===== config.mk =====
export PLATFORM = sky130hd
export DESIGN_NAME = tick_counter_flat
export DESIGN_NICKNAME = d
export VERILOG_FILES = /design/src/rtl/tick_counter_if.sv /design/src/rtl/tick_counter.sv /design/src/flat_wrapper.sv
export SDC_FILE = /design/constraint.sdc
export NUM_CORES = 1
export LEC_CHECK = 0
export ABC_AREA = 1
export CAP_MARGIN = 10
export CORE_MARGIN = 5
export CORE_UTILIZATION = 30
export DETAILED_ROUTE_END_ITERATION = 7
export SLEW_MARGIN = 0
export SYNTH_ARGS = -nofsm -noshare
export SYNTH_HDL_FRONTEND = slang
export SYNTH_SLANG_ARGS = --single-unit

===== constraint.sdc =====
create_clock -name clkIn -period 1.6 [get_ports clkIn]
set_input_delay 0.32 -clock clkIn [delete_from_list [all_inputs] [get_ports clkIn]]
set_output_delay 0.32 -clock clkIn [all_outputs]
set_load 0.01 [all_outputs]

===== src/rtl/tick_counter_if.sv =====
// Signal bundle between tick_counter and its user: the slow-clock input, the
// control strobes, and the tick/count/status outputs.
interface tick_counter_if;
    logic       slowIn;
    logic       enable;
    logic       clear;
    logic       tick;
    logic [7:0] count;
    logic       wrap;
    logic       running;
    logic       stalled;

    modport slave (
        input  slowIn, enable, clear,
        output tick, count, wrap, running, stalled
    );

    modport master (
        output slowIn, enable, clear,
        input  tick, count, wrap, running, stalled
    );
endinterface


===== src/rtl/tick_counter.sv =====
// Counts rising edges of an asynchronous divided clock, modulo MAX_COUNT.
// Define TICK_COUNTER_WATCHDOG_EN to build in the RUN->STALL watchdog.
module tick_counter #(
    parameter int MAX_COUNT = 10,
    parameter int TIMEOUT   = 256
) (
    input  logic           clkIn,
    input  logic           reset,
    tick_counter_if.slave  bus
);

    //  state | meaning
    //  IDLE  | no tick seen since reset
    //  RUN   | ticks arriving
    //  STALL | no tick for TIMEOUT cycles (watchdog build only)
    typedef enum logic [1:0] {IDLE, RUN, STALL} state_t;

    localparam logic [7:0] CNT_LAST = 8'(MAX_COUNT - 1);

    if (MAX_COUNT < 2 || MAX_COUNT > 256 || TIMEOUT < 2 || TIMEOUT > 65536) begin : g_param_check
        $error("tick_counter: MAX_COUNT or TIMEOUT out of range");
    end

    logic       sync1;
    logic       sync2;
    logic       prev;
    logic       tick;
    logic [7:0] count;
    logic       wrap;
    logic       running;
    logic       stalled;
    state_t     state;

    always_ff @(posedge clkIn) begin
        if (reset) begin
            sync1 <= 1'b0;
            sync2 <= 1'b0;
            prev  <= 1'b0;
            tick  <= 1'b0;
        end else begin
            sync1 <= bus.slowIn;
            sync2 <= sync1;
            prev  <= sync2;
            tick  <= sync2 & ~prev;
        end
    end

    // Clear wins over enable and never raises wrap.
    always_ff @(posedge clkIn) begin
        if (reset) begin
            count <= 8'd0;
            wrap  <= 1'b0;
        end else if (bus.clear) begin
            count <= 8'd0;
            wrap  <= 1'b0;
        end else if (bus.enable && tick) begin
            if (count == CNT_LAST) begin
                count <= 8'd0;
                wrap  <= 1'b1;
            end else begin
                count <= count + 8'd1;
                wrap  <= 1'b0;
            end
        end else begin
            wrap <= 1'b0;
        end
    end

`ifdef TICK_COUNTER_WATCHDOG_EN
    localparam logic [15:0] TIMER_LAST = 16'(TIMEOUT - 1);

    logic [15:0] timer;

    always_ff @(posedge clkIn) begin
        if (reset) begin
            state   <= IDLE;
            running <= 1'b0;
            stalled <= 1'b0;
            timer   <= 16'd0;
        end else begin
            case (state)
                IDLE: begin
                    timer <= 16'd0;
                    if (tick) begin
                        state   <= RUN;
                        running <= 1'b1;
                    end
                end
                RUN: begin
                    // A tick landing on the timeout cycle keeps us running.
                    if (tick) begin
                        timer <= 16'd0;
                    end else if (timer == TIMER_LAST) begin
                        state   <= STALL;
                        running <= 1'b0;
                        stalled <= 1'b1;
                        timer   <= 16'd0;
                    end else begin
                        timer <= timer + 16'd1;
                    end
                end
                STALL: begin
                    timer <= 16'd0;
                    if (tick) begin
                        state   <= RUN;
                        running <= 1'b1;
                        stalled <= 1'b0;
                    end
                end
                default: begin
                    state   <= IDLE;
                    running <= 1'b0;
                    stalled <= 1'b0;
                    timer   <= 16'd0;
                end
            endcase
        end
    end
`else
    // Without the watchdog RUN is terminal until reset.
    always_ff @(posedge clkIn) begin
        if (reset) begin
            state   <= IDLE;
            running <= 1'b0;
        end else begin
            case (state)
                IDLE: begin
                    if (tick) begin
                        state   <= RUN;
                        running <= 1'b1;
                    end
                end
                RUN: begin
                    state   <= RUN;
                    running <= 1'b1;
                end
                default: begin
                    state   <= IDLE;
                    running <= 1'b0;
                end
            endcase
        end
    end

    assign stalled = 1'b0;
`endif

    assign bus.tick    = tick;
    assign bus.count   = count;
    assign bus.wrap    = wrap;
    assign bus.running = running;
    assign bus.stalled = stalled;

endmodule


===== src/flat_wrapper.sv =====
// flat-port wrapper written by rule: the top's interface ports become plain ports
module tick_counter_flat 
#(
    parameter int MAX_COUNT = 10,
    parameter int TIMEOUT   = 256
)
  (clkIn, reset, bus_slowIn, bus_enable, bus_clear, bus_tick, bus_count, bus_wrap, bus_running, bus_stalled);
  tick_counter_if bus_i ();
  input  logic clkIn;
  input  logic reset;
  input wire logic [$bits(bus_i.slowIn)-1:0] bus_slowIn;
  input wire logic [$bits(bus_i.enable)-1:0] bus_enable;
  input wire logic [$bits(bus_i.clear)-1:0] bus_clear;
  output wire logic [$bits(bus_i.tick)-1:0] bus_tick;
  output wire logic [$bits(bus_i.count)-1:0] bus_count;
  output wire logic [$bits(bus_i.wrap)-1:0] bus_wrap;
  output wire logic [$bits(bus_i.running)-1:0] bus_running;
  output wire logic [$bits(bus_i.stalled)-1:0] bus_stalled;
  assign bus_i.slowIn = bus_slowIn;
  assign bus_i.enable = bus_enable;
  assign bus_i.clear = bus_clear;
  assign bus_tick = bus_i.tick;
  assign bus_count = bus_i.count;
  assign bus_wrap = bus_i.wrap;
  assign bus_running = bus_i.running;
  assign bus_stalled = bus_i.stalled;
  tick_counter #(.MAX_COUNT(MAX_COUNT), .TIMEOUT(TIMEOUT)) u_core (.clkIn(clkIn), .reset(reset), .bus(bus_i));
endmodule

---- Yosys cells after proc, flatten, opt, wreduce, memory -nomap -nowiden ----
Cells that the tools add are included.
word-level totals
  register bits after elaboration ......... 16
  output and inout port bits .............. 12
cells by class
  $add $sub $neg .......................... 1
  equal/unequal tests ..................... 3
  muxes and demuxes ....................... 6
  bitwise gates (word level) .............. 3
  reductions and logical operators ........ 4
operator list
  kind                                                              number
  8-bit by 1-bit adder with 8-bit output (second input constant)    1
  8-bit by 4-bit == test with 1-bit output (second input constant)  1
  8-bit two-way mux                                                 1
  2-bit case mux with 2 select lines                                1
  3-bit OR reduction                                                1
  2-bit by 1-bit == test with 1-bit output (second input constant)  1
  2-bit logical NOT                                                 1
  1-bit two-way mux                                                 2
  2-bit two-way mux                                                 1
  2-bit by 1-bit != test with 1-bit output (second input constant)  1
  1-bit inverter                                                    2
  1-bit case mux with 2 select lines                                1
  2-bit OR reduction                                                1
  1-bit bitwise AND                                                 1
  1-bit logical AND                                                 1

---- Longest topological paths before layout ----
  depth after elaboration ................. 3
  gate-level depth with buffers ........... 7
  depth with buffers taken out ............ 7

---- Worst setup path before layout ----
No wires, ideal clock.
  kind .................................... register -> register
  from .................................... register u_core.count[0] (netlist: u_core.bus.count[0])
  to ...................................... register u_core.count[4] (netlist: u_core.bus.count[4])
  library setup time ...................... 116 ps
  data arrival time ....................... 985 ps
  required time ........................... 1,484 ps
  setup slack ............................. 500 ps
  cell stages (with the launch flop) ...... 6
  buffers on the path ..................... 0
  cells stage by stage .................... dfxtp_1 ha_1 nand3_1 nor2_2 xnor2_1 nor2_1
between the ends
  longest elaborated chain between the ends .. 2
ends and longest elaborated chain
  item                                                                                                RTL line                                source
  start, declared                                                                                     tick_counter.sv:28                      logic [7:0] count;
  start signal, assigned                                                                              tick_counter.sv:61                      count <= count + 8'd1;
  8-bit by 1-bit adder with 8-bit output or 8-bit by 4-bit == test with 1-bit output (tied branches)  tick_counter.sv:61, tick_counter.sv:57
  8-bit two-way mux (*)                                                                               tick_counter.sv:57                      if (count == CNT_LAST) begin
Mark *: on every way between the ends. The rest lies on a longest branch, timed or not.
A chain may end at the register's enable or synchronous reset.

---- Final worst setup path ----
  from .................................... register u_core.count[4] (netlist: u_core.bus.count[4])
  to ...................................... output bus_count[4]
RTL lines
  item           RTL line            source
  end, declared  flat_wrapper.sv:15  output wire logic [$bits(bus_i.count)-1:0] bus_count;
No word-level cell between the ends.

==> results.md <==
* Crit Path Max Fanout at 6
* Die ar. at 0.00309 mm²
* Max Clk Rate at 648 MHz
* TritonRoute pass-1 iters at 4
* Vias per Instance at 4.29
* Hold_buf cts at 0
* Total power at 0.641 mW
* Layout fillers at 221
* Worst hold endpoint: u_core.bus.tick
* Clk_lat worst skew at 0.28 ns
* Worst endpoint required time at 1.28 ns
* CTS tree: yes
* Via count at 562
* Post-place setup slack at 0.144 ns
* FF/Latch Area at 285 µm²
* RSZ-0062 raised after global routing: false
* R2R setup slack at 0.50 ns
* Fin Setup TNS at 0 ns
* Port Buffers at 15
* Total grt overflow at 0
* Final min period at 1.54 ns
* Top-count cell post-synth: nor2_1
* Worst Path Arrival at 1.22 ns
* DRT Wirelength at 1260 µm
* Slew Viols, Final at 0
* Inserted Diodes at 0
* Clk buf depth at 2
* Setup violators final at 0
* Worst setup SP type: flip-flop
* Post-synth top area share at 45.0%
* # Max-Cap Violations at 0
* Post-CTS setup buffer count at 0
* First-pass GRT wire length at 2120 µm
* Crit-path max cell delay at 0.55 ns
* Clk root buf: clkbuf_4
* Top cells by count, synth: nor2_1, dfxtp_1, nand2_1
* Cell count after synthesis at 83
* Ys Warns at 0
* CP bufs+invs at 1
* Num CTS Buffers at 3
* Crit end category: output port
* Count of cell types in the netlist at 18
* Area Overhead vs Synth at 39.0%
* Top post-synthesis cells by area: dfxtp_1, nor2_1, nand2_1
* FF-to-FF path depth at 7
* Clock Pin Slew Worst Setup and Hold Paths at 0.08 ns
* GR Util All Layers at 8.79%
* Pleak at 0.358 nW
* Vias in the first global route at 514
* I/O pin count at 17
* Core ar. at 0.00196 mm²
* Yosys top cell by area: dfxtp_1
* Antenna violations before repair at 0
* Count of final hold-check violations at 0
* CTS Sinks at 14
* Die width at 55.6 µm
* Critical path type: flip-flop to output port
* Design area at 866 µm²
* Top delay family on crit path: buffers and inverters
* Final setup margin at 0.0579 ns
* Outcome: complete, no violations
* R2r startpoint: u_core.bus.count[0]
* Initial Util at 31.8%
* Rows at 16
* Area of the multi-input gates at 287 µm²
* HPWL Detailed at 1020 µm
* Post-DRT Antenna Nets at 0
* Nets at 112
* R2R Path End: u_core.bus.count[6]
* Hold Startpoint: u_core.prev
* Placed inst area at 822 µm²
* Placer Congestion at 0.783
* Hold depth at 1
* Final hold slack at 0.396 ns
* Peak supply drop at 447 µV
* Slowest stage cell, crit path: clkdlybuf4s50_1
* Wirelength per Cell at 9.65 µm
* Hold Path Class: flip-flop to flip-flop
* H-Tree Level Count at 1
* Final Skew at 0.000869 ns
* Synth Area per Inst at 7.51 µm²
* Cell Pwr Density at 740 mW/mm²
* Yosys reg bits at 14
* Worst path cell trace: clkdlybuf4s50_1
* DRT iter0 DRCs at 3
* Post-synth EDFFs at 0
* Largest net degree at the start of global routing at 9
* Tcrit/Tclk final at 96.4%
* Ys flop type: dfxtp_1
* DRC at 0
* Syn nets at 90
* Die H at 55.6 µm
* Sequential-to-total area share from yosys stat at 45.0%
* Ys async rst share at 0%
* Share of cells above drive strength 1 at 17.3%
* Syn Std Cell Area at 623 µm²
-- per-stage QoR --
stage                     utilization, %  cells
after floorplan                        -     83
after global placement              41.9    127
after detailed placement            41.9    127
after CTS                           43.9    131
after global routing                44.1    131
final                               44.1    131
-- logic make-up (layout without fill, tap and decap cells) --
group                    count (synthesis)  in the layout  share of synthesized area [%]
AO/OA/AOI/OAI                            2              2                           1.60
XOR/XNOR                                 4              4                           5.62
adder cells (fa/ha/maj)                  2              2                           4.02
buffers and inverters                   14             35                           9.04
flip-flops                              14             14                           45.0
other                                    1              1                          0.602
AND/OR/NAND/NOR                         46             46                           34.1
-- flip-flops by register name, summed over array words and instances, names as in the netlist --
register and cells:
u_core.bus.tick 1, u_core.bus.running 1, u_core.bus.count 8, u_core.prev 1
u_core.bus.wrap 1, u_core.sync1 1, u_core.sync2 1
-- report_power, final --
group          switching, mW  internal [mW]  leakage (nW)
clock                  0.114          0.138        0.0210
combinational         0.0150         0.0174         0.222
sequential           0.00270          0.353         0.115
total                  0.131          0.509         0.358
-- repair_timing --
action                                  CTS  global route
gates cloned                              0             0
resized for setup                         2             3
endpoints found under the setup margin    2             3
-- how the worst max path moves through the flow --
stage,to,slack (ns),startpoint,cells past startpoint
floorplan,u_core.bus.count[4],0.50,u_core.bus.count[0],5
finish,bus_count[4],0.06,u_core.bus.count[4],1
global placement,u_core.bus.count[5],0.16,bus_enable,6
CTS,bus_count[1],0.005,u_core.bus.count[1],1
detailed placement,u_core.bus.count[6],0.14,bus_enable,7
global route,bus_count[4],0.01,u_core.bus.count[4],1
-- final cells by class --
cell class / count / share of cell area (%)
clock buffers: 4 / 4.19
inverters: 13 / 5.64
multi-input cells: 55 / 33.1
flip-flops and latches: 14 / 32.9
well taps: 27 / 3.90
repair buffers: 18 / 20.2
-- cells in the final DEF, fill, tap and decap left out --
| cell type | Yosys | final |
|---|---|---|
| a21oi_1 | 1 | 1 |
| buf_4 | 1 | 3 |
| clkbuf_4 | 0 | 3 |
| clkbuf_8 | 0 | 1 |
| clkdlybuf4s50_1 | 0 | 14 |
| conb_1 | 1 | 1 |
| dfxtp_1 | 14 | 10 |
| dfxtp_2 | 0 | 4 |
| dlymetal6s2s_1 | 0 | 1 |
| ha_1 | 2 | 2 |
| inv_1 | 13 | 13 |
| nand2_1 | 14 | 14 |
| nand2_2 | 2 | 2 |
| nand3_1 | 5 | 5 |
| nand3b_1 | 2 | 2 |
| nand4_1 | 1 | 1 |
| nor2_1 | 16 | 16 |
| nor2_2 | 4 | 4 |
| nor2_4 | 1 | 1 |
| nor3_1 | 1 | 1 |
| o21ai_0 | 1 | 1 |
| xnor2_1 | 2 | 2 |
| xor2_1 | 2 | 2 |
-- metal layers --
layer  GRT usage (%)  part of all wire [%]  wire length (µm)
met1            8.96                    42               536
met2            14.4                    50               635
met3            4.41                   5.7                72
met4            5.21                   1.5                19
met5               0                     0                 0
No activity file was read; power rests on OpenSTA's default activity.
